`config.mk`:
```
export PLATFORM = sky130hd
export DESIGN_NAME = mouse_packet_assembler
export DESIGN_NICKNAME = d
export VERILOG_FILES = /design/src/rtl/mouse_packet_assembler_pkg.sv /design/src/rtl/mouse_packet_assembler_byte_gap_timer.sv /design/src/rtl/mouse_packet_assembler.sv
export SDC_FILE = /design/constraint.sdc
export NUM_CORES = 1
export LEC_CHECK = 0
export ABC_AREA = 1
export BUFFER_PORTS_ARGS = -buffer_cell sky130_fd_sc_hd__buf_2
export CAP_MARGIN = 20
export CELL_PAD_IN_SITES_DETAIL_PLACEMENT = 2
export CELL_PAD_IN_SITES_GLOBAL_PLACEMENT = 2
export CORE_MARGIN = 2
export CORE_UTILIZATION = 31
export CTS_CLUSTER_DIAMETER = 50
export DETAILED_ROUTE_END_ITERATION = 7
export PLACE_DENSITY = 0.72
export SYNTH_ARGS = -nofsm -noshare
export SYNTH_HDL_FRONTEND = slang
export SYNTH_SLANG_ARGS = --single-unit
```
`constraint.sdc`:
```
create_clock -name CLOCK_50 -period 1.4 [get_ports CLOCK_50]
set_clock_uncertainty 0.05 [all_clocks]
set_input_delay 0.28 -clock CLOCK_50 [delete_from_list [all_inputs] [get_ports CLOCK_50]]
set_output_delay 0.28 -clock CLOCK_50 [all_outputs]
set_load 0.02 [all_outputs]
```
`src/rtl/mouse_packet_assembler_pkg.sv`:
```
// rtl/mouse_packet_assembler_pkg.sv - shared state encoding, PS/2 codes and byte0 field layout
package mouse_packet_assembler_pkg;

  typedef enum logic [1:0] {
    WAIT_B0 = 2'd0,
    WAIT_B1 = 2'd1,
    WAIT_B2 = 2'd2
  } state_t;

  // Controller responses that can appear in the stream but are never packet headers
  localparam logic [7:0] PS2_ACK = 8'hFA;
  localparam logic [7:0] PS2_BAT = 8'hAA;

  // Bit positions inside byte0 of a standard 3-byte PS/2 mouse packet
  localparam int B0_LEFT   = 0;
  localparam int B0_RIGHT  = 1;
  localparam int B0_MIDDLE = 2;
  localparam int B0_SYNC   = 3;
  localparam int B0_X_SIGN = 4;
  localparam int B0_Y_SIGN = 5;
  localparam int B0_X_OVF  = 6;
  localparam int B0_Y_OVF  = 7;

  // byte0 minus the always-one sync bit, which carries no information once accepted
  typedef struct packed {
    logic y_ovf;
    logic x_ovf;
    logic y_sign;
    logic x_sign;
    logic middle;
    logic right;
    logic left;
  } header_t;

  function automatic header_t decode_header(input logic [7:0] b);
    header_t h;
    h.left   = b[B0_LEFT];
    h.right  = b[B0_RIGHT];
    h.middle = b[B0_MIDDLE];
    h.x_sign = b[B0_X_SIGN];
    h.y_sign = b[B0_Y_SIGN];
    h.x_ovf  = b[B0_X_OVF];
    h.y_ovf  = b[B0_Y_OVF];
    return h;
  endfunction

  function automatic logic is_ack_or_bat(input logic [7:0] b);
    return (b == PS2_ACK) || (b == PS2_BAT);
  endfunction

endpackage

```
`src/rtl/mouse_packet_assembler_byte_gap_timer.sv`:
```
// rtl/mouse_packet_assembler_byte_gap_timer.sv - inter-byte gap counter that flags a stalled packet
module byte_gap_timer #(
  parameter int TIMEOUT_CYCLES = 1000000
) (
  input  logic CLOCK_50,
  input  logic reset_n,
  input  logic clear,
  input  logic enable,
  output logic expired
);

  localparam int CNT_W = (TIMEOUT_CYCLES > 1) ? $clog2(TIMEOUT_CYCLES) : 1;
  localparam logic [CNT_W-1:0] LAST = CNT_W'(TIMEOUT_CYCLES - 1);

  logic [CNT_W-1:0] count;

  // Count idle cycles while a packet is in progress; stop at the terminal value
  always_ff @(posedge CLOCK_50 or negedge reset_n) begin
    if (!reset_n) begin
      count <= '0;
    end else if (clear) begin
      count <= '0;
    end else if (enable && (count != LAST)) begin
      count <= count + CNT_W'(1);
    end
  end

  assign expired = enable && (count == LAST);

endmodule

```
`src/rtl/mouse_packet_assembler.sv`:
```
// rtl/mouse_packet_assembler.sv - assembles 3-byte PS/2 mouse packets into button and delta outputs
module mouse_packet_assembler
  import mouse_packet_assembler_pkg::*;
#(
  parameter int TIMEOUT_CYCLES = 1000000,
  parameter int ERR_CNT_W      = 8
) (
  input  logic                 CLOCK_50,
  input  logic                 reset_n,
  input  logic [7:0]           ps2_received_data,
  input  logic                 ps2_received_data_en,
  output logic                 left_button,
  output logic                 right_button,
  output logic                 middle_button,
  output logic [8:0]           mouse_delta_x,
  output logic [8:0]           mouse_delta_y,
  output logic                 x_overflow,
  output logic                 y_overflow,
  output logic                 mouse_data_valid,
  output logic [ERR_CNT_W-1:0] sync_error_count
);

  state_t     state;
  header_t    byte0_q;
  logic [7:0] byte1_q;
  logic       gap_enable;
  logic       gap_clear;
  logic       gap_expired;

  // Gap timing only matters once a header has been accepted
  assign gap_enable = (state == WAIT_B1) || (state == WAIT_B2);
  assign gap_clear  = ps2_received_data_en || gap_expired;

  byte_gap_timer #(
    .TIMEOUT_CYCLES(TIMEOUT_CYCLES)
  ) u_gap_timer (
    .CLOCK_50 (CLOCK_50),
    .reset_n  (reset_n),
    .clear    (gap_clear),
    .enable   (gap_enable),
    .expired  (gap_expired)
  );

  // Packet FSM; a strobe always takes priority over a coincident timeout
  always_ff @(posedge CLOCK_50 or negedge reset_n) begin
    if (!reset_n) begin
      state            <= WAIT_B0;
      byte0_q          <= '0;
      byte1_q          <= '0;
      left_button      <= 1'b0;
      right_button     <= 1'b0;
      middle_button    <= 1'b0;
      mouse_delta_x    <= '0;
      mouse_delta_y    <= '0;
      x_overflow       <= 1'b0;
      y_overflow       <= 1'b0;
      mouse_data_valid <= 1'b0;
      sync_error_count <= '0;
    end else begin
      mouse_data_valid <= 1'b0;
      if (ps2_received_data_en) begin
        case (state)
          WAIT_B0: begin
            if (is_ack_or_bat(ps2_received_data)) begin
              state <= WAIT_B0;
            end else if (ps2_received_data[B0_SYNC]) begin
              byte0_q <= decode_header(ps2_received_data);
              state   <= WAIT_B1;
            end else if (sync_error_count != '1) begin
              sync_error_count <= sync_error_count + ERR_CNT_W'(1);
            end
          end
          WAIT_B1: begin
            byte1_q <= ps2_received_data;
            state   <= WAIT_B2;
          end
          WAIT_B2: begin
            left_button      <= byte0_q.left;
            right_button     <= byte0_q.right;
            middle_button    <= byte0_q.middle;
            mouse_delta_x    <= {byte0_q.x_sign, byte1_q};
            mouse_delta_y    <= {byte0_q.y_sign, ps2_received_data};
            x_overflow       <= byte0_q.x_ovf;
            y_overflow       <= byte0_q.y_ovf;
            mouse_data_valid <= 1'b1;
            state            <= WAIT_B0;
          end
          default: begin
            state <= WAIT_B0;
          end
        endcase
      end else if (gap_expired) begin
        state <= WAIT_B0;
        if (sync_error_count != '1) begin
          sync_error_count <= sync_error_count + ERR_CNT_W'(1);
        end
      end
    end
  end

endmodule

```
==> flow_summary.toml <==
[setup_path]
cp_slowest_stage_delay_ps = 410
critical_path_arrival_ps = 1960
ff2ff_path_depth = 9
crit_path_max_fanout = 8
slowest_stage = "dfrtp_1"
start_kind = "flip-flop"
worstPathRequired_ps = 1590
end_kind = "flip-flop"
cp_cell_sequence = "inv_2 > ha_4 > nand3_2 > nor2_4 > nand3_2 > nand2_4 > inv_2 > nand3_1 > nand2_1"
critPathKind = "reg -> reg"

[power]
power_density_nw_per_um2 = 1580
ir_drop_v = 0.000656
p_leak_nw = 2.50

[cells_and_area]
layout-drive-gt1-share_pct = 42.2
num_antenna_cells = 0
final_cell_mix = "nand2_1 (114), dfrtp_1 (64), buf_4 (52)"
fin_area_um2 = 4960
area_growth_pct = 50.9
final_nets = 536
final_common_cell = "nand2_1"

[synthesis]
synth_fp_nets = 412
ys_seq_area_share_pct = 52.5
yosysWarnings = 0
synth_seq_cells = 69
synth_top_area_share_pct = 52.5
ys_top_cells_by_area = "dfrtp_1 (53%), nand2_1 (16%), nor2_1 (4.9%)"
yosys.area.top_type = "dfrtp_1"
ys_types = 30
synth-async-reset-ratio_pct = 100
synth_edf_count = 0
syn_area_per_cell_um2 = 8.30
syn_inst = 396
synth_area_um2 = 3290
ys.flop_type = "dfrtp_1"

[cts]
cts_root_buf = "clkbuf_8"
numCtsBuffers = 9
cts_buffer_depth = 2
clk_pin_slew_worst_paths_ps = 90
cts_tree = "done"
cts_sinks = 69
htreeDepth = 3
clock_latency_ps = 360

[grt]
grt_pass1_vias = 3505
grt_antenna_before_repair = 0
grt_usage_pct = 20.8
grt_max_degree = 70
overflow = 0
grt_pass1_wl_um = 18200

[sta]
setup_viol = 53
finalHoldViolations = 0
relSlewSlack_pct = 73.4
tightest_slew_ps = 399
max_freq_mhz = 563
slew_violations = 0
period_needed_ps = 1780
period_share_pct = 127
setup_ws_ps = -378
rsz0062_at_grt = "true"

[drt]
via_per_inst = 4.90
route.detailed.drc = 0
drt-initial-drc-count = 87
num_vias = 3233
avgRoutedWirePerCell_um = 21.1
final_antenna_net_count = 0
totalWireLength_um = 14000
dr.pass1.iters = 4

[die]
start_util_pct = 31.9
die_width_um = 107
rows = 37
ios = 43
dieArea_um2 = 11400
core_area_um2 = 10300
die_y_um = 107

[placed_design]
place_area_um2 = 4070
dp_slack_ps = -249
hpwl_um = 7190
portBuffers = 42
routabilityCongestion = 0.817

[status]
outcome = "complete, but fails checks"
violations = "setup timing"

[hold_path]
hp-class = "in -> reg"
whs_path_depth = 3

[job]
cap_violations = 0
metal layers:
metal	vias up	share of wire, %	global-route usage [%]
met5	-	0	0
met4	0	2.7	5.38
met3	31	2.6	4.19
met2	61	55	37.9
met1	1645	40	24.9
li1	1496	-	-
worst max-delay path, delay by kind of cell, from the launching register on:
kind | cells | cell delay [ps]
adders and majority gates | 1 | 310
DFF | 1 | 410
buffers and inverters | 2 | 190
and+or+nand+nor | 6 | 680
layout make-up:
class | count | area [µm²]
sequential | 69 | 1730
clock inverter | 6 | 113
multi-input combinational | 290 | 1710
clock buffer | 9 | 124
tap | 136 | 170
fill | 1100 | 5360
timing repair buffer | 119 | 990
inverter | 31 | 123
synth_stat cells, types with 4 or more instances:
cell type,n
nand2_1,143
dfrtp_1,69
nor2_1,43
inv_1,27
nand3_1,26
o21ai_0,23
xor2_1,8
nor2_2,6
ha_1,5
clkbuf_1,4
inv_2,4
nand3_2,4
worst paths after layout:
kind | slack [ps] | start | end
max | -380 | state[0] | u_gap_timer.count[1]
min | 190 | ps2_received_data[7] | mouse_delta_y[7]
max reg2reg | -380 | state[0] | u_gap_timer.count[1]
min reg2reg | 440 | middle_button | middle_button
max in group asynchronous | 540 | reset_n | sync_error_count[6]
min in group asynchronous | 420 | reset_n | middle_button
metrics by stage:
stage	hold WS (ps)	util, %	cells	setup TNS [ps]	total power [mW]
after floorplan	-65.6	-	396	-602	4.08
after global placement	293	39.4	616	-5390	4.91
after detailed placement	293	39.4	616	-8120	5.04
after CTS	209	44.3	646	-5220	7.25
after global routing	212	48.1	660	-14340	8.22
final	194	48.1	660	-10020	7.83
state kept, by name, indices dropped and copies added (netlist names), 2 cells and up:
register and cells:
byte1_q 8, mouse_delta_y 9, mouse_delta_x 9, state 2, u_gap_timer.count 20, byte0_q 7, sync_error_count 8
logic make-up after synthesis:
family / synth area share, %
AOI/OAI and AO/OA: 5.33
xor gates and xnor gates: 2.93
adders and majority gates: 1.90
buffers and inverters: 4.53
DFF: 52.5
and+or+nand+nor: 32.8
power by group:
part	internal, mW	leakage [nW]	switching, mW
combinational	1.12	1.48	1.60
clock	1.18	0.119	0.935
sequential	2.57	0.898	0.422
total	4.87	2.50	2.96
what timing repair did:
action | CTS | global route
hold buffers | 1 | 0
resized for setup | 35 | 69
endpoints found under the setup margin | 53 | 60
gates cloned | 0 | 4
pin swaps | 18 | 19
setup buffers | 15 | 12
endpoints found under the hold margin | 69 | 0
No activity file was read; power rests on OpenSTA's default activity.
